<file path="config.mk">
export PLATFORM = sky130hd
export DESIGN_NAME = mem_responder
export DESIGN_NICKNAME = d
export VERILOG_FILES = /design/src/rtl/mem_responder.sv
export SDC_FILE = /design/constraint.sdc
export NUM_CORES = 1
export LEC_CHECK = 0
export ABC_CLOCK_PERIOD_IN_PS = 3000
export CORE_MARGIN = 2
export CORE_UTILIZATION = 50
export CTS_CLUSTER_SIZE = 20
export DETAILED_ROUTE_END_ITERATION = 12
export PLACE_DENSITY = 0.87
export SETUP_SLACK_MARGIN = 0.05
export SLEW_MARGIN = 10
export SYNTH_ARGS = -nofsm -noshare
export SYNTH_HDL_FRONTEND = slang
export SYNTH_SLANG_ARGS = --single-unit
</file>
<file path="constraint.sdc">
create_clock -name clk -period 3 [get_ports clk]
set_input_delay 0.6 -clock clk [delete_from_list [all_inputs] [get_ports clk]]
set_output_delay 0.6 -clock clk [all_outputs]
set_load 0.01 [all_outputs]
</file>
<file path="src/rtl/mem_responder.sv">
`default_nettype none
// ============================================================================
// Module   : mem_responder
// Purpose  : Memory-side responder for the SLC-3 MAR/MDR interface. Runs
//            single-word read/write requests on an external asynchronous
//            16-bit SRAM with a fixed number of wait states, returns
//            registered read data and pulses a one-cycle completion.
// Revision : 1.0 - initial release
// ============================================================================
module mem_responder #(
  parameter int WAIT_STATES = 2,
  parameter int SRAM_AW     = 20
) (
  input  logic               clk,
  input  logic               reset_n,
  // request side (MAR / MDR / control FSM)
  input  logic               mem_read,
  input  logic               mem_write,
  input  logic [15:0]        mem_address,
  input  logic [15:0]        mem_wdata,
  output logic [15:0]        mem_rdata,
  output logic               mem_resp,
  output logic               busy,
  // SRAM side
  output logic [SRAM_AW-1:0] sram_addr,
  input  logic [15:0]        sram_dq_in,
  output logic [15:0]        sram_dq_out,
  output logic               sram_dq_oe,
  output logic               sram_ce_n,
  output logic               sram_oe_n,
  output logic               sram_we_n,
  output logic               sram_ub_n,
  output logic               sram_lb_n
);

  typedef enum logic [1:0] {
    IDLE  = 2'd0,
    READ  = 2'd1,
    WRITE = 2'd2,
    RESP  = 2'd3
  } state_t;

  // Counter reload value: the access phase lasts WAIT_STATES+1 cycles,
  // ending in the cycle where the counter reads zero.
  localparam logic [3:0] c_wait_load = 4'(WAIT_STATES);
  localparam int         c_pad_w     = SRAM_AW - 16;

  // Control state
  state_t      r_state;
  state_t      w_state_nxt;
  logic [3:0]  r_count;
  logic [3:0]  w_count_nxt;
  logic [15:0] r_addr;
  logic [15:0] w_addr_nxt;
  logic [15:0] r_wdata;
  logic [15:0] w_wdata_nxt;
  logic        r_is_write;
  logic        w_is_write_nxt;

  // Next values of the registered outputs
  logic [15:0]        w_rdata_nxt;
  logic               w_resp_nxt;
  logic               w_busy_nxt;
  logic [SRAM_AW-1:0] w_sram_addr_nxt;
  logic [15:0]        w_dq_out_nxt;
  logic               w_dq_oe_nxt;
  logic               w_ce_n_nxt;
  logic               w_oe_n_nxt;
  logic               w_we_n_nxt;
  logic               w_bytes_n_nxt;

  // Next-state logic: accept a request in IDLE (read has priority), count
  // down the access phase, capture read data on the final access cycle.
  always_comb begin
    w_state_nxt    = r_state;
    w_count_nxt    = r_count;
    w_addr_nxt     = r_addr;
    w_wdata_nxt    = r_wdata;
    w_is_write_nxt = r_is_write;
    w_rdata_nxt    = mem_rdata;

    case (r_state)
      IDLE: begin
        if (mem_read) begin
          w_addr_nxt     = mem_address;
          w_count_nxt    = c_wait_load;
          w_is_write_nxt = 1'b0;
          w_state_nxt    = READ;
        end else if (mem_write) begin
          w_addr_nxt     = mem_address;
          w_wdata_nxt    = mem_wdata;
          w_count_nxt    = c_wait_load;
          w_is_write_nxt = 1'b1;
          w_state_nxt    = WRITE;
        end
      end

      READ: begin
        if (r_count == 4'd0) begin
          w_rdata_nxt = sram_dq_in;
          w_state_nxt = RESP;
        end else begin
          w_count_nxt = r_count - 4'd1;
        end
      end

      WRITE: begin
        if (r_count == 4'd0) begin
          w_state_nxt = RESP;
        end else begin
          w_count_nxt = r_count - 4'd1;
        end
      end

      RESP: begin
        w_state_nxt = IDLE;
      end

      default: begin
        w_state_nxt = IDLE;
      end
    endcase
  end

  // Output decode from the next state, so every output is a register that
  // already reflects the state being entered.
  always_comb begin
    w_resp_nxt      = 1'b0;
    w_busy_nxt      = 1'b0;
    w_sram_addr_nxt = '0;
    w_dq_out_nxt    = 16'h0000;
    w_dq_oe_nxt     = 1'b0;
    w_ce_n_nxt      = 1'b1;
    w_oe_n_nxt      = 1'b1;
    w_we_n_nxt      = 1'b1;
    w_bytes_n_nxt   = 1'b1;

    case (w_state_nxt)
      READ: begin
        w_busy_nxt      = 1'b1;
        w_sram_addr_nxt = {{c_pad_w{1'b0}}, w_addr_nxt};
        w_ce_n_nxt      = 1'b0;
        w_oe_n_nxt      = 1'b0;
        w_bytes_n_nxt   = 1'b0;
      end

      WRITE: begin
        w_busy_nxt      = 1'b1;
        w_sram_addr_nxt = {{c_pad_w{1'b0}}, w_addr_nxt};
        w_ce_n_nxt      = 1'b0;
        w_we_n_nxt      = 1'b0;
        w_bytes_n_nxt   = 1'b0;
        w_dq_oe_nxt     = 1'b1;
        w_dq_out_nxt    = w_wdata_nxt;
      end

      RESP: begin
        w_busy_nxt      = 1'b1;
        w_resp_nxt      = 1'b1;
        w_sram_addr_nxt = {{c_pad_w{1'b0}}, w_addr_nxt};
        // Keep driving write data one cycle past the we_n rising edge
        // to satisfy SRAM data hold time.
        w_dq_oe_nxt     = w_is_write_nxt;
        w_dq_out_nxt    = w_is_write_nxt ? w_wdata_nxt : 16'h0000;
      end

      default: begin
        w_busy_nxt = 1'b0;
      end
    endcase
  end

  // Control registers: state, wait counter and latched request.
  always_ff @(posedge clk or negedge reset_n) begin
    if (!reset_n) begin
      r_state    <= IDLE;
      r_count    <= 4'd0;
      r_addr     <= 16'h0000;
      r_wdata    <= 16'h0000;
      r_is_write <= 1'b0;
    end else begin
      r_state    <= w_state_nxt;
      r_count    <= w_count_nxt;
      r_addr     <= w_addr_nxt;
      r_wdata    <= w_wdata_nxt;
      r_is_write <= w_is_write_nxt;
    end
  end

  // Output registers; reset parks the SRAM with all strobes inactive.
  always_ff @(posedge clk or negedge reset_n) begin
    if (!reset_n) begin
      mem_rdata   <= 16'h0000;
      mem_resp    <= 1'b0;
      busy        <= 1'b0;
      sram_addr   <= '0;
      sram_dq_out <= 16'h0000;
      sram_dq_oe  <= 1'b0;
      sram_ce_n   <= 1'b1;
      sram_oe_n   <= 1'b1;
      sram_we_n   <= 1'b1;
      sram_ub_n   <= 1'b1;
      sram_lb_n   <= 1'b1;
    end else begin
      mem_rdata   <= w_rdata_nxt;
      mem_resp    <= w_resp_nxt;
      busy        <= w_busy_nxt;
      sram_addr   <= w_sram_addr_nxt;
      sram_dq_out <= w_dq_out_nxt;
      sram_dq_oe  <= w_dq_oe_nxt;
      sram_ce_n   <= w_ce_n_nxt;
      sram_oe_n   <= w_oe_n_nxt;
      sram_we_n   <= w_we_n_nxt;
      sram_ub_n   <= w_bytes_n_nxt;
      sram_lb_n   <= w_bytes_n_nxt;
    end
  end

endmodule
`default_nettype wire

</file>
==> impl_results.md, run 1 <==
* Peak supply drop at 0.462 mV
* Avg WL per Cell at 16.3 um
* Drt pass-1 iters at 4
* P_leak at 0.00228 uW
* Ant diodes at 0
* CP Max Fanout at 9
* Slew margin rel. at 0.528
* Hold_buf cts at 0
* Core area at 7210 um2
* RSZ-0062 raised after global routing: false
* Synthesis-to-layout area growth at 36.5%
* Cell Chain, Critical Path: inv_1, ha_1, nor3b_4, mux2_2, o221a_2, ha_1, nand3_1, a21boi_0
* Critical Path End Type: flip-flop
* Actual slew at the worst max-slew pin at 0.708 ns
* Outcome: complete, no violations
* Slowest cell delay on critical path at 0.43 ns
* Cts repair resizes at 0
* Most common cell after layout, fill and taps aside: clkdlybuf4s50_1
* Root Buffer: clkbuf_8
* Asr flop ratio synth at 1.00
* Die footprint at 8130 um2
* Initial antenna violation count at 0
* Seq cells post-synth at 93
* Fin worst setup slack at 0.575 ns
* Syn. warnings at 0
* RePlAce Congestion at 0.754
* Std cell rows at 31
* Setup bufs post-CTS at 0
* Grt ovf at 0
* Clock transition at path regs at 0.09 ns
* Hold Crit Class: primary input to asynchronous set/reset pin
* Die width at 90.2 um
* Synth cell types at 40
* Initial Util at 0.515
* Pwr Total at 5270 uW
* Vias post-DR at 2236
* Tot GR Track Use at 0.194
* Largest net degree at the start of global routing at 57
* Worst Skew at 0.0103 ns
* Largest delay contributor family on the critical path: simple AND/OR/NAND/NOR gates
* Post-route antenna net violation count at 0
* WP data required at 3.27 ns
* Pins Over Slew Limit at 0
* Syn Area/Cell at 15.3 um2
* Max_cap viols at 0
* Filler cells at 506
* Synth Instances at 243
* Global-route wire length before repair at 12.4 mm
* CTS tree: built
* DRT iter0 DRCs at 87
* PortBufs at 107
* CP startpoint kind: flip-flop
* Post-route setup TNS at 0 ns
* Slowest stage cell on the critical path: dfrtp_1
* Setup CP Type: flip-flop to flip-flop
* Post-layout instance area at 5070 um2
* Final net count at 416
* Final number of hold-violating endpoints at 0
* CP Buf/Inv Count at 1
* Synthesized area at 3710 um2
* CTS H-tree lvls at 3
* Post-route minimum period at 2.43 ns
* Finish-stage setup viols at 0
* Crit path top cell by count: ha_1
* Clock buffer depth at 2
* Most frequent cells in the layout: clkdlybuf4s50_1, dfrtp_1, mux2_2
* Prevailing post-synth register cell: dfrtp_1
* Seq/Total Area, Yosys at 0.628
* Post-synth EDFFs at 0
* Final HPWL DP at 5.22 mm
* Layout cells sized above 1 at 0.212
* WL final at 7.48 mm
* Pre-CTS setup slack at 0.562 ns
* Vias in the first global route at 2423
* Total clock buffers created by CTS at 9
* DR DRC count at 0
* Die height at 90.2 um
* Crit path DAT at 2.69 ns
* I/O pin total at 112
* Post-DP Area at 4850 um2
* Pwr/cell area at 1040 nW/um2
* Clk_lat worst skew at 0.35 ns
* Max Clock Freq at 0.412 GHz
* # clock sinks at 93
* Vias/cell at 4.88
* Final period utilization at 0.808
[per-layer routing]
metal	global-route usage	up-vias	wire [um]
met1	0.247	1122	3130
met5	0	-	0
met3	0.0645	4	466
met2	0.323	75	3840
li1	-	1035	-
met4	0.0513	0	48
[sequential cells by signal, summed over array words and instances (netlist names)]
name and count:
mem_rdata 16, r_is_write 1, sram_addr 16, sram_lb_n 1
r_wdata 16, busy 1, r_state 2, sram_oe_n 1
mem_resp 1, sram_we_n 1, r_addr 16, sram_dq_out 16
r_count 4, sram_dq_oe 1
[cell families (layout without fill, tap and decap cells)]
logic type	count (synthesis)	in the layout	synth area share
compound gates	26	26	0.0573
fa+ha+maj	10	10	0.0337
buf+inv	21	134	0.0367
flops	93	93	0.628
mux	49	49	0.169
other cells	1	4	0.00101
simple gates	43	43	0.0748
[path summary, 6_finish.rpt]
path | from | to | slack (ns) | cells past startpoint
worst min register to register | r_addr[10] | r_addr[10] | 0.50 | 1
worst min-delay path | reset_n | r_wdata[7] | 0.29 | 1
max in group asynchronous | reset_n | r_addr[10] | 2.06 | 2
worst max-delay path | r_count[0] | sram_dq_out[5] | 0.57 | 8
min in group clk | r_addr[10] | r_addr[10] | 0.50 | 1
worst max register to register | r_count[0] | sram_dq_out[5] | 0.57 | 8
[cell usage after synthesis (2+ instances only)]
| cell type | count | area share |
|---|---|---|
| buf_6 | 3 | 0.0091 |
| nand3_1 | 4 | 0.0054 |
| a21boi_0 | 6 | 0.012 |
| mux2_2 | 28 | 0.085 |
| clkbuf_1 | 2 | 0.0020 |
| dfrtp_1 | 90 | 0.61 |
| nor2_1 | 2 | 0.0020 |
| nand2_1 | 5 | 0.0051 |
| buf_4 | 6 | 0.012 |
| o31ai_1 | 4 | 0.0081 |
| ha_1 | 10 | 0.034 |
| mux2_4 | 20 | 0.081 |
| o21ai_0 | 2 | 0.0027 |
| dfstp_2 | 3 | 0.021 |
| a21boi_1 | 3 | 0.0061 |
| nor2b_1 | 8 | 0.013 |
| inv_1 | 7 | 0.0071 |
| and2_1 | 18 | 0.030 |
[through the flow]
stage          hold WS (ns)   util  cells
3_5_place_dp          0.476  0.672    442
3_3_place_gp          0.470  0.672    442
4_1_cts               0.313  0.703    458
6_report              0.292  0.703    458
5_1_grt               0.345  0.703    458
2_1_floorplan         0.304      -    246
[final cells by class]
| type | instances | area [um2] | share of cell area |
|---|---|---|---|
| clock buffer | 10 | 128 | 0.0252 |
| sequential | 93 | 2330 | 0.460 |
| multi-input combinational | 132 | 1260 | 0.248 |
| timing repair buffer | 110 | 1100 | 0.218 |
| clock inverter | 6 | 95.1 | 0.0188 |
| tap | 99 | 124 | 0.0244 |
| inverter | 8 | 30.0 | 0.00592 |
[power by group]
group | leakage, uW | total (uW) | switching (uW) | internal, uW
Combinational | 0.00103 | 2320 | 1010 | 1310
Sequential | 0.00115 | 2030 | 211 | 1820
Clock | 0.000105 | 920 | 442 | 479
No activity file was read; power rests on OpenSTA's default activity.
==> run 2, diff against run 1 <==
--- a/config.mk
+++ b/config.mk
@@ -5,12 +5,12 @@
 export SDC_FILE = /design/constraint.sdc
 export NUM_CORES = 1
 export LEC_CHECK = 0
-export ABC_CLOCK_PERIOD_IN_PS = 3000
+export ABC_CLOCK_PERIOD_IN_PS = 2540
 export CORE_MARGIN = 2
-export CORE_UTILIZATION = 50
+export CORE_UTILIZATION = 47
 export CTS_CLUSTER_SIZE = 20
 export DETAILED_ROUTE_END_ITERATION = 12
-export PLACE_DENSITY = 0.87
+export PLACE_DENSITY = 0.83
 export SETUP_SLACK_MARGIN = 0.05
 export SLEW_MARGIN = 10
 export SYNTH_ARGS = -nofsm -noshare
==> constraint.sdc (replaced) <==
create_clock -name clk -period 2.54 [get_ports clk]
set_input_delay 0.508 -clock clk [delete_from_list [all_inputs] [get_ports clk]]
set_output_delay 0.508 -clock clk [all_outputs]
set_load 0.01 [all_outputs]
==> impl_results.md, run 2 (same netlist as run 1, synthesis figures left out) <==
* Hold Crit Class: primary input to asynchronous set/reset pin
* Grt ovf at 0
* DRT iter0 DRCs at 69
* Slew margin rel. at 0.586
* Most common cell after layout, fill and taps aside: clkdlybuf4s50_1
* CP startpoint kind: flip-flop
* Worst Skew at 0.00950 ns
* Actual slew at the worst max-slew pin at 0.621 ns
* Final number of hold-violating endpoints at 0
* Avg WL per Cell at 16.0 um
* Placed Cells at 447
* WL final at 7.42 mm
* CP Buf/Inv Count at 1
* Die width at 92.9 um
* Synthesis-to-layout area growth at 37.5%
* Finish-stage setup viols at 0
* Max_cap viols at 0
* Non-Filler Instances at 463
* Root Buffer: clkbuf_8
* Critical Path End Type: flip-flop
* Pins Over Slew Limit at 0
* Slowest stage cell on the critical path: dfrtp_1
* Crit path top cell by count: ha_1
* Setup bufs post-CTS at 0
* Clock buffer depth at 2
* R2R Path End: sram_dq_out[12]
* Post-route antenna net violation count at 0
* Cell Chain, Critical Path: inv_1, ha_1, mux2_2, o221a_2, ha_1, a31oi_2, nor2b_1
* I/O pin total at 112
* CP Max Fanout at 8
* Pwr/cell area at 1220 nW/um2
* R2R Setup Slk at 0.14 ns
* RePlAce Congestion at 0.803
* RR Startpoint: r_state[1]
* Vias post-DR at 2278
* WP data required at 2.77 ns
* Peak supply drop at 0.555 mV
* Die footprint at 8630 um2
* P_leak at 0.00230 uW
* Post-route setup TNS at 0 ns
* Pwr Total at 6240 uW
* Final HPWL DP at 5.23 mm
* Setup CP Type: flip-flop to flip-flop
* RSZ-0062 raised after global routing: true
* Crit path DAT at 2.63 ns
* Clock transition at path regs at 0.09 ns
* Std cell rows at 32
* Final net count at 418
* CTS tree: built
* Layout cells sized above 1 at 0.219
* Initial Util at 0.483
* PortBufs at 107
* Clk_lat worst skew at 0.35 ns
* DR DRC count at 0
* Tot GR Track Use at 0.181
* Most frequent cells in the layout: clkdlybuf4s50_1, dfrtp_1, mux2_2
* Vias/cell at 4.92
* Die height at 92.9 um
* Largest delay contributor family on the critical path: compound AO/OA/AOI/OAI gates
* Outcome: complete, no violations
* Total clock buffers created by CTS at 9
* Final period utilization at 0.943
* Global-route wire length before repair at 11.9 mm
* Core area at 7690 um2
* Drt pass-1 iters at 4
* Ant diodes at 0
* Initial antenna violation count at 0
* Max Clock Freq at 0.417 GHz
* CTS H-tree lvls at 3
* R2R cell count at 7
* Slowest cell delay on critical path at 0.44 ns
* Final Util at 0.664
* Largest net degree at the start of global routing at 49
* Vias in the first global route at 2408
* # clock sinks at 93
* Post-route minimum period at 2.40 ns
==> run 2: cell types whose count changed in the layout (fill, tap and decap cells not counted), sizes merged <==
cell  change
buf       +2
==> run 2: where the power goes <==
group	total [uW]	switching [uW]	internal, uW
sequential	2390	240	2140
combinational	2770	1200	1570
clock	1090	523	565
==> run 2: layout make-up <==
type                       instances  area [um2]
clock buffer                      10         128
clock inverter                     6        95.1
fill                             586        2580
inverter                           8        30.0
multi-input combinational        132        1260
sequential                        93        2330
tap                              102         128
timing repair buffer             112        1130
==> run 2: layer usage <==
| metal | part of all wire | global-route usage |
|---|---|---|
| met1 | 0.39 | 0.205 |
| met2 | 0.53 | 0.321 |
| met3 | 0.077 | 0.0651 |
| met4 | 0.0055 | 0.0515 |
| met5 | 0 | 0 |
==> run 2: stage by stage <==
step	hold slack, ns	setup slack [ns]	cell area (um2)
floorplan	0.212	0.496	3720
global placement	0.470	0.256	4880
detailed placement	0.479	0.0930	4880
CTS	0.170	0.115	5100
global route	0.195	0.00648	5100
finish	0.168	0.144	5100
==> run 2: how the worst max path moves through the flow <==
stage / startpoint / cells after the start / end
after floorplan: r_state[0] / 7 / sram_dq_out[10]
after global placement: mem_read / 6 / sram_dq_out[6]
after detailed placement: mem_read / 6 / sram_dq_out[3]
after CTS: r_count[0] / 8 / sram_dq_out[5]
after global routing: r_state[1] / 7 / sram_dq_out[12]
final: r_state[1] / 7 / sram_dq_out[12]
==> run 2: worst reg2reg max path, delay by kind of cell (launching register included) <==
| family | cells | cell delay [ns] |
|---|---|---|
| mux | 1 | 0.40 |
| simple gates | 1 | 0.10 |
| flops | 1 | 0.44 |
| compound gates | 2 | 0.64 |
| buf+inv | 1 | 0.13 |
| fa+ha+maj | 2 | 0.55 |
==> run 2: timing repair <==
item | in CTS | in global routing
hold endpoints to repair | 0 | 0
hold buffers | 0 | 0
endpoints found under the setup margin | 0 | 17
resized for setup | 0 | 1
